[src/rtl/romulus_pkg.sv]
// romulus_pkg: shared constants, FSM state type and per-byte LFSR maps
// for the Romulus/Skinny tweakey-lane scheduler.
//   BYTE_W / LANE_BYTES / LANE_W : lane geometry (16 bytes of 8 bits)
//   TK2 / TK3                    : selectors for the forward map
//   state_t                      : scheduler FSM state {IDLE, RUN}
//   t3_map / t2_map              : single-iteration byte maps (mutual inverses)
package romulus_pkg;

  localparam int BYTE_W     = 8;
  localparam int LANE_BYTES = 16;
  localparam int LANE_W     = BYTE_W * LANE_BYTES;

  localparam int TK2 = 2;
  localparam int TK3 = 3;

  typedef enum logic [0:0] {
    IDLE = 1'b0,
    RUN  = 1'b1
  } state_t;

  // T3: shift right, feedback x0^x6 into bit 7
  function automatic logic [7:0] t3_map(input logic [7:0] x);
    return {x[0] ^ x[6], x[7:1]};
  endfunction

  // T2: shift left, feedback x7^x5 into bit 0
  function automatic logic [7:0] t2_map(input logic [7:0] x);
    return {x[6:0], x[7] ^ x[5]};
  endfunction

endpackage

[src/rtl/tk_lfsr_step.sv]
// tk_lfsr_step: one LFSR iteration applied independently to all 16 bytes
// of a tweakey lane. Purely combinational.
//   lane      in  128  lane value
//   dir       in  1    0 = forward map, 1 = inverse map
//   lane_next out 128  lane after one iteration
// Parameter TK picks the forward map: TK3 -> T3, TK2 -> T2.
module tk_lfsr_step
  import romulus_pkg::*;
#(
  parameter int TK = 3
) (
  input  logic [LANE_W-1:0] lane,
  input  logic              dir,
  output logic [LANE_W-1:0] lane_next
);

  // T3 is used when it is the forward map and dir=0, or when it is the
  // inverse map (TK2 lane) and dir=1.
  logic use_t3;
  assign use_t3 = (TK == TK2) ? dir : ~dir;

  generate
    for (genvar gi = 0; gi < LANE_BYTES; gi++) begin : g_byte
      logic [BYTE_W-1:0] b;
      assign b = lane[gi*BYTE_W +: BYTE_W];
      assign lane_next[gi*BYTE_W +: BYTE_W] = use_t3 ? t3_map(b) : t2_map(b);
    end
  endgenerate

endmodule

[src/rtl/tk_lfsr_sched.sv]
// tk_lfsr_sched: registered tweakey-lane LFSR engine. Each active cycle
// advances every byte of the lane by STEPS iterations of the forward or
// inverse map. Runs nsteps_i cycles autonomously or single-steps.
//   clk, rst   clock / asynchronous active-high reset
//   load_i     capture key_i into the lane (aborts a run)
//   key_i      lane value to load
//   start_i    start a run of nsteps_i active cycles (IDLE only)
//   dir_i      0 forward / 1 inverse, sampled on start_i or step_i
//   nsteps_i   run length in cycles; 0 gives an immediate done pulse
//   step_i     single active cycle (IDLE only)
//   key_o      current lane register
//   busy_o     high while running
//   done_o     one-cycle pulse alongside the final lane value
//   cnt_o      active cycles remaining
// STEPS is expected in 1..4.
module tk_lfsr_sched
  import romulus_pkg::*;
#(
  parameter int STEPS = 2,
  parameter int TK    = 3,
  parameter int CW    = 7
) (
  input  logic              clk,
  input  logic              rst,
  input  logic              load_i,
  input  logic [LANE_W-1:0] key_i,
  input  logic              start_i,
  input  logic              dir_i,
  input  logic [CW-1:0]     nsteps_i,
  input  logic              step_i,
  output logic [LANE_W-1:0] key_o,
  output logic              busy_o,
  output logic              done_o,
  output logic [CW-1:0]     cnt_o
);

  state_t            state_reg, state_next;
  logic [LANE_W-1:0] lane_reg,  lane_next;
  logic [CW-1:0]     cnt_reg,   cnt_next;
  logic              dir_reg,   dir_next;
  logic              done_reg,  done_next;

  // A run uses the direction latched at start; a single step uses dir_i live.
  logic active_dir;
  assign active_dir = (state_reg == RUN) ? dir_reg : dir_i;

  // STEPS iterations chained combinationally off the lane register.
  logic [LANE_W-1:0] stage [STEPS+1];
  assign stage[0] = lane_reg;

  generate
    for (genvar gi = 0; gi < STEPS; gi++) begin : g_step
      tk_lfsr_step #(.TK(TK)) u_step (
        .lane      (stage[gi]),
        .dir       (active_dir),
        .lane_next (stage[gi+1])
      );
    end
  endgenerate

  always_comb begin
    state_next = state_reg;
    lane_next  = lane_reg;
    cnt_next   = cnt_reg;
    dir_next   = dir_reg;
    done_next  = 1'b0;
    case (state_reg)
      IDLE: begin
        if (load_i) begin
          lane_next = key_i;
        end else if (start_i) begin
          if (nsteps_i == '0) begin
            done_next = 1'b1;
          end else begin
            dir_next   = dir_i;
            cnt_next   = nsteps_i;
            state_next = RUN;
          end
        end else if (step_i) begin
          dir_next  = dir_i;
          lane_next = stage[STEPS];
        end
      end
      RUN: begin
        if (load_i) begin
          // abort: no done pulse
          lane_next  = key_i;
          cnt_next   = '0;
          state_next = IDLE;
        end else begin
          lane_next = stage[STEPS];
          cnt_next  = cnt_reg - CW'(1);
          if (cnt_reg == CW'(1)) begin
            state_next = IDLE;
            done_next  = 1'b1;
          end
        end
      end
      default: state_next = IDLE;
    endcase
  end

  always_ff @(posedge clk or posedge rst) begin
    if (rst) begin
      state_reg <= IDLE;
      lane_reg  <= '0;
      cnt_reg   <= '0;
      dir_reg   <= 1'b0;
      done_reg  <= 1'b0;
    end else begin
      state_reg <= state_next;
      lane_reg  <= lane_next;
      cnt_reg   <= cnt_next;
      dir_reg   <= dir_next;
      done_reg  <= done_next;
    end
  end

  assign key_o  = lane_reg;
  assign busy_o = (state_reg == RUN);
  assign done_o = done_reg;
  assign cnt_o  = cnt_reg;

endmodule

[config.mk]
export PLATFORM = sky130hd
export DESIGN_NAME = tk_lfsr_sched
export DESIGN_NICKNAME = d
export VERILOG_FILES = /design/src/rtl/romulus_pkg.sv /design/src/rtl/tk_lfsr_step.sv /design/src/rtl/tk_lfsr_sched.sv
export SDC_FILE = /design/constraint.sdc
export NUM_CORES = 1
export LEC_CHECK = 0
export BUFFER_PORTS_ARGS = -buffer_cell sky130_fd_sc_hd__buf_2
export CAP_MARGIN = 20
export CELL_PAD_IN_SITES_DETAIL_PLACEMENT = 0
export CELL_PAD_IN_SITES_GLOBAL_PLACEMENT = 1
export CORE_UTILIZATION = 42
export CTS_BUF_LIST = sky130_fd_sc_hd__clkbuf_8
export DETAILED_ROUTE_END_ITERATION = 8
export PLACE_DENSITY_LB_ADDON = 0.2
export REMOVE_ABC_BUFFERS = 1
export SLEW_MARGIN = 20
export SYNTH_ARGS = -nofsm -noshare
export SYNTH_HDL_FRONTEND = slang
export SYNTH_HIERARCHICAL = 1
export SYNTH_SLANG_ARGS = --single-unit
[constraint.sdc]
create_clock -name clk -period 5.4 [get_ports clk]
set_clock_uncertainty 0.2 [all_clocks]
set_input_delay 0.27 -clock clk [delete_from_list [all_inputs] [get_ports clk]]
set_output_delay 0.27 -clock clk [all_outputs]
set_load 0.005 [all_outputs]
==> results.tsv <==
metric	value	unit
yosysMostFrequentCell	nor2_1	
avgSynthCellArea	9.73	µm²
synth_edf_count	0	
fin_crit_sh	62.9	%
initialDrtViolationCount	319	
finalPower	5.10	mW
tritoncts	yes	
path_max_fanout	138	
grt_setup_unrepaired	no	
slew_headroom	26.8	%
min_path_cells	3	
fmax	294	MHz
min_period	3.40	ns
power.density	380	nW/µm²
synthFlopType	dfrtp_1	
min-delay-start	start_i	
critPathKind	register to register	
drt-total-wl	25800	µm
status	finished clean	
fillers	2433	
dr.pass1.iters	4	
worstHoldPathType	input pin to register	
grt_pass1_vias	8001	
critical_path.startpoint	busy_o	
grt_max_degree	257	
p_seq_share	33.4	%
dp.cells	1553	
viasPerCell	4.84	
worst_pin_slew	1.10	ns
gp_congestion	0.776	
critical-path-max-stage-delay	0.86	ns
ys_top_cells_by_area	dfrtp_1 31%, mux2_2 14%, mux2i_1 12%, buf_4 8.7%, mux2_4 7.5%	
post_cts_buffers	0	
synthDistinctLibCells	40	
postLayoutCellArea	13400	µm²
r2r-start	busy_o	
synth_cells	1137	
switching_power	1.86	mW
ys_seq_area_share	31.2	%
crit_required	5.49	ns
swShare	36.5	%
cts_buffers	17	
clockPowerShare	18.5	%
final_layout_size_suffix_gt1_share	37.1	%
initial_core_util	42.6	%
coreArea	26000	µm²
crit_arrival	3.49	ns
gr-usage-all-layers	18.7	%
multiInputGateArea	6220	µm²
cts-root-buf	clkbuf_8	
power.internal	3.24	mW
yosys-top-cells-count	166 x nor2_1, 164 x a21oi_1, 139 x mux2_2	
netlist_area	11100	µm²
port_buffers	277	
setup_total_negative_slack	0	ns
finalHoldViolCount	0	
combPwrFrac	48.2	%
start_kind	register	
dp_hpwl	16500	µm
largest_register_ffs	128	
synth_seq_cells	138	
wire_per_inst	14.9	µm
path_cells	mux2_8, buf_4, mux2_2, mux2_2, mux2i_1, a21oi_1	
gr-total-overflow	0	
cpMostUsedCell	mux2_2	
yosysWarnings	6	
slew_viol_final	0	
leakagePower	6.05	nW
post-route-drc-count	0	
cts.clk_slew.worst_paths	0.10	ns
cp_num_cells	6	
vias	8347	
final_core_util	51.6	%
die_w	164	µm
io_pins	278	
detail-route-antenna-nets	0	
antenna_cells	0	
htree_levels	4	
endpoint_kind	register	
cts_num_sinks	138	
crit_buf_inv	1	
ys_async_sr_fraction	100	%
finalNonFillerCells	1724	
yosysTopAreaCell	dfrtp_1	
die-height	164	µm
peakVddDrop	0.000183	V
setup_violations	0	
holdWs	0.0924	ns
dp_slack	2.07	ns
clk_latency	0.46	ns
rows	59	
regArea	3450	µm²
antenna_found_initial	0	
ctsLongestPathBuffers	2	
drv_cap	0	
synth_top_area_share	31.2	%
area_growth	21.2	%
crit_family	multiplexers	
die_area	27000	µm²
grt_first_pass_wirelength	40200	µm
place_area	11600	µm²
fin_ws	2.00	ns
finish.net_count	1519	
slowest_stage	mux2_8	
r2r_cells	6	
[power by group through the flow]
stage / Clock, mW / Combinational (mW) / Sequential [mW]
after global placement: 0 / 2.36 / 1.71
final: 0.942 / 2.46 / 1.70
after CTS: 0.979 / 2.47 / 1.70
after floorplan: 0 / 1.80 / 1.68
after detailed placement: 0 / 2.39 / 1.72
after global routing: 1.02 / 2.73 / 1.76
[worst min-delay path, cell delays in order]
cell	delay, ns
buf_2	0.18
a21oi_2	0.08
mux2_4	0.18
[kinds of logic (layout without fill, tap and decap cells)]
group,after synthesis,in the layout,synth area share (%)
compound gates,181,181,8.56
buf+inv,208,460,12.8
simple gates,220,220,8.77
fa+ha+maj,2,2,0.226
xor+xnor,66,66,5.22
flops,138,138,31.2
mux,322,322,33.2
[cells in the final DEF (no fill, tap or decap), drive strengths merged]
master,count
a221o,2
xnor2,65
nor3b,1
nor3,2
nand2,7
or4,2
clkinv,1
clkinvlp,4
a21oi,165
a22oi,1
o211ai,2
mux2i,128
bufinv,3
a211oi,1
inv,10
mux2,194
nand2b,33
nor4,2
clkbuf,18
dlygate4sd3,139
xor2,1
nand4b,1
nor2,166
ha,2
o22ai,2
buf,285
dfrtp,138
o21ai,5
a21o,1
o31ai,1
a32oi,1
nor2b,2
nand3b,2
and2,1
or3b,1
[timing repair]
item / 4_1_cts / 5_1_grt
endpoints found under the hold margin: 197 / 0
hold buffers: 139 / 0
resized for setup: 0 / 0
[routing by layer]
metal | up-vias | part of all wire, % | track usage, %
met5 | - | 0 | 0
met4 | 0 | 1.6 | 5.68
met3 | 26 | 4.9 | 3.79
met2 | 188 | 45 | 30.3
met1 | 3862 | 48 | 24.8
li1 | 4271 | - | -
[path summary, 6_finish.rpt]
kind / to / slack (ns)
max in group asynchronous: key_o[92] / 3.64
min in group asynchronous: key_o[54] / 0.27
worst max-delay path: key_o[62] / 2.00
worst min register to register: cnt_o[5] / 0.33
worst max register to register: key_o[62] / 2.00
worst min-delay path: dir_reg / 0.09
[final cells by class]
type                       count  share of cell area, %
sequential                   138                   25.7
inverter                       4                  0.149
clock inverter                14                   1.28
timing repair buffer         424                   21.5
multi-input combinational    791                   46.4
tap                          335                   3.12
clock buffer                  18                   1.85
No activity file was read; power rests on OpenSTA's default activity.
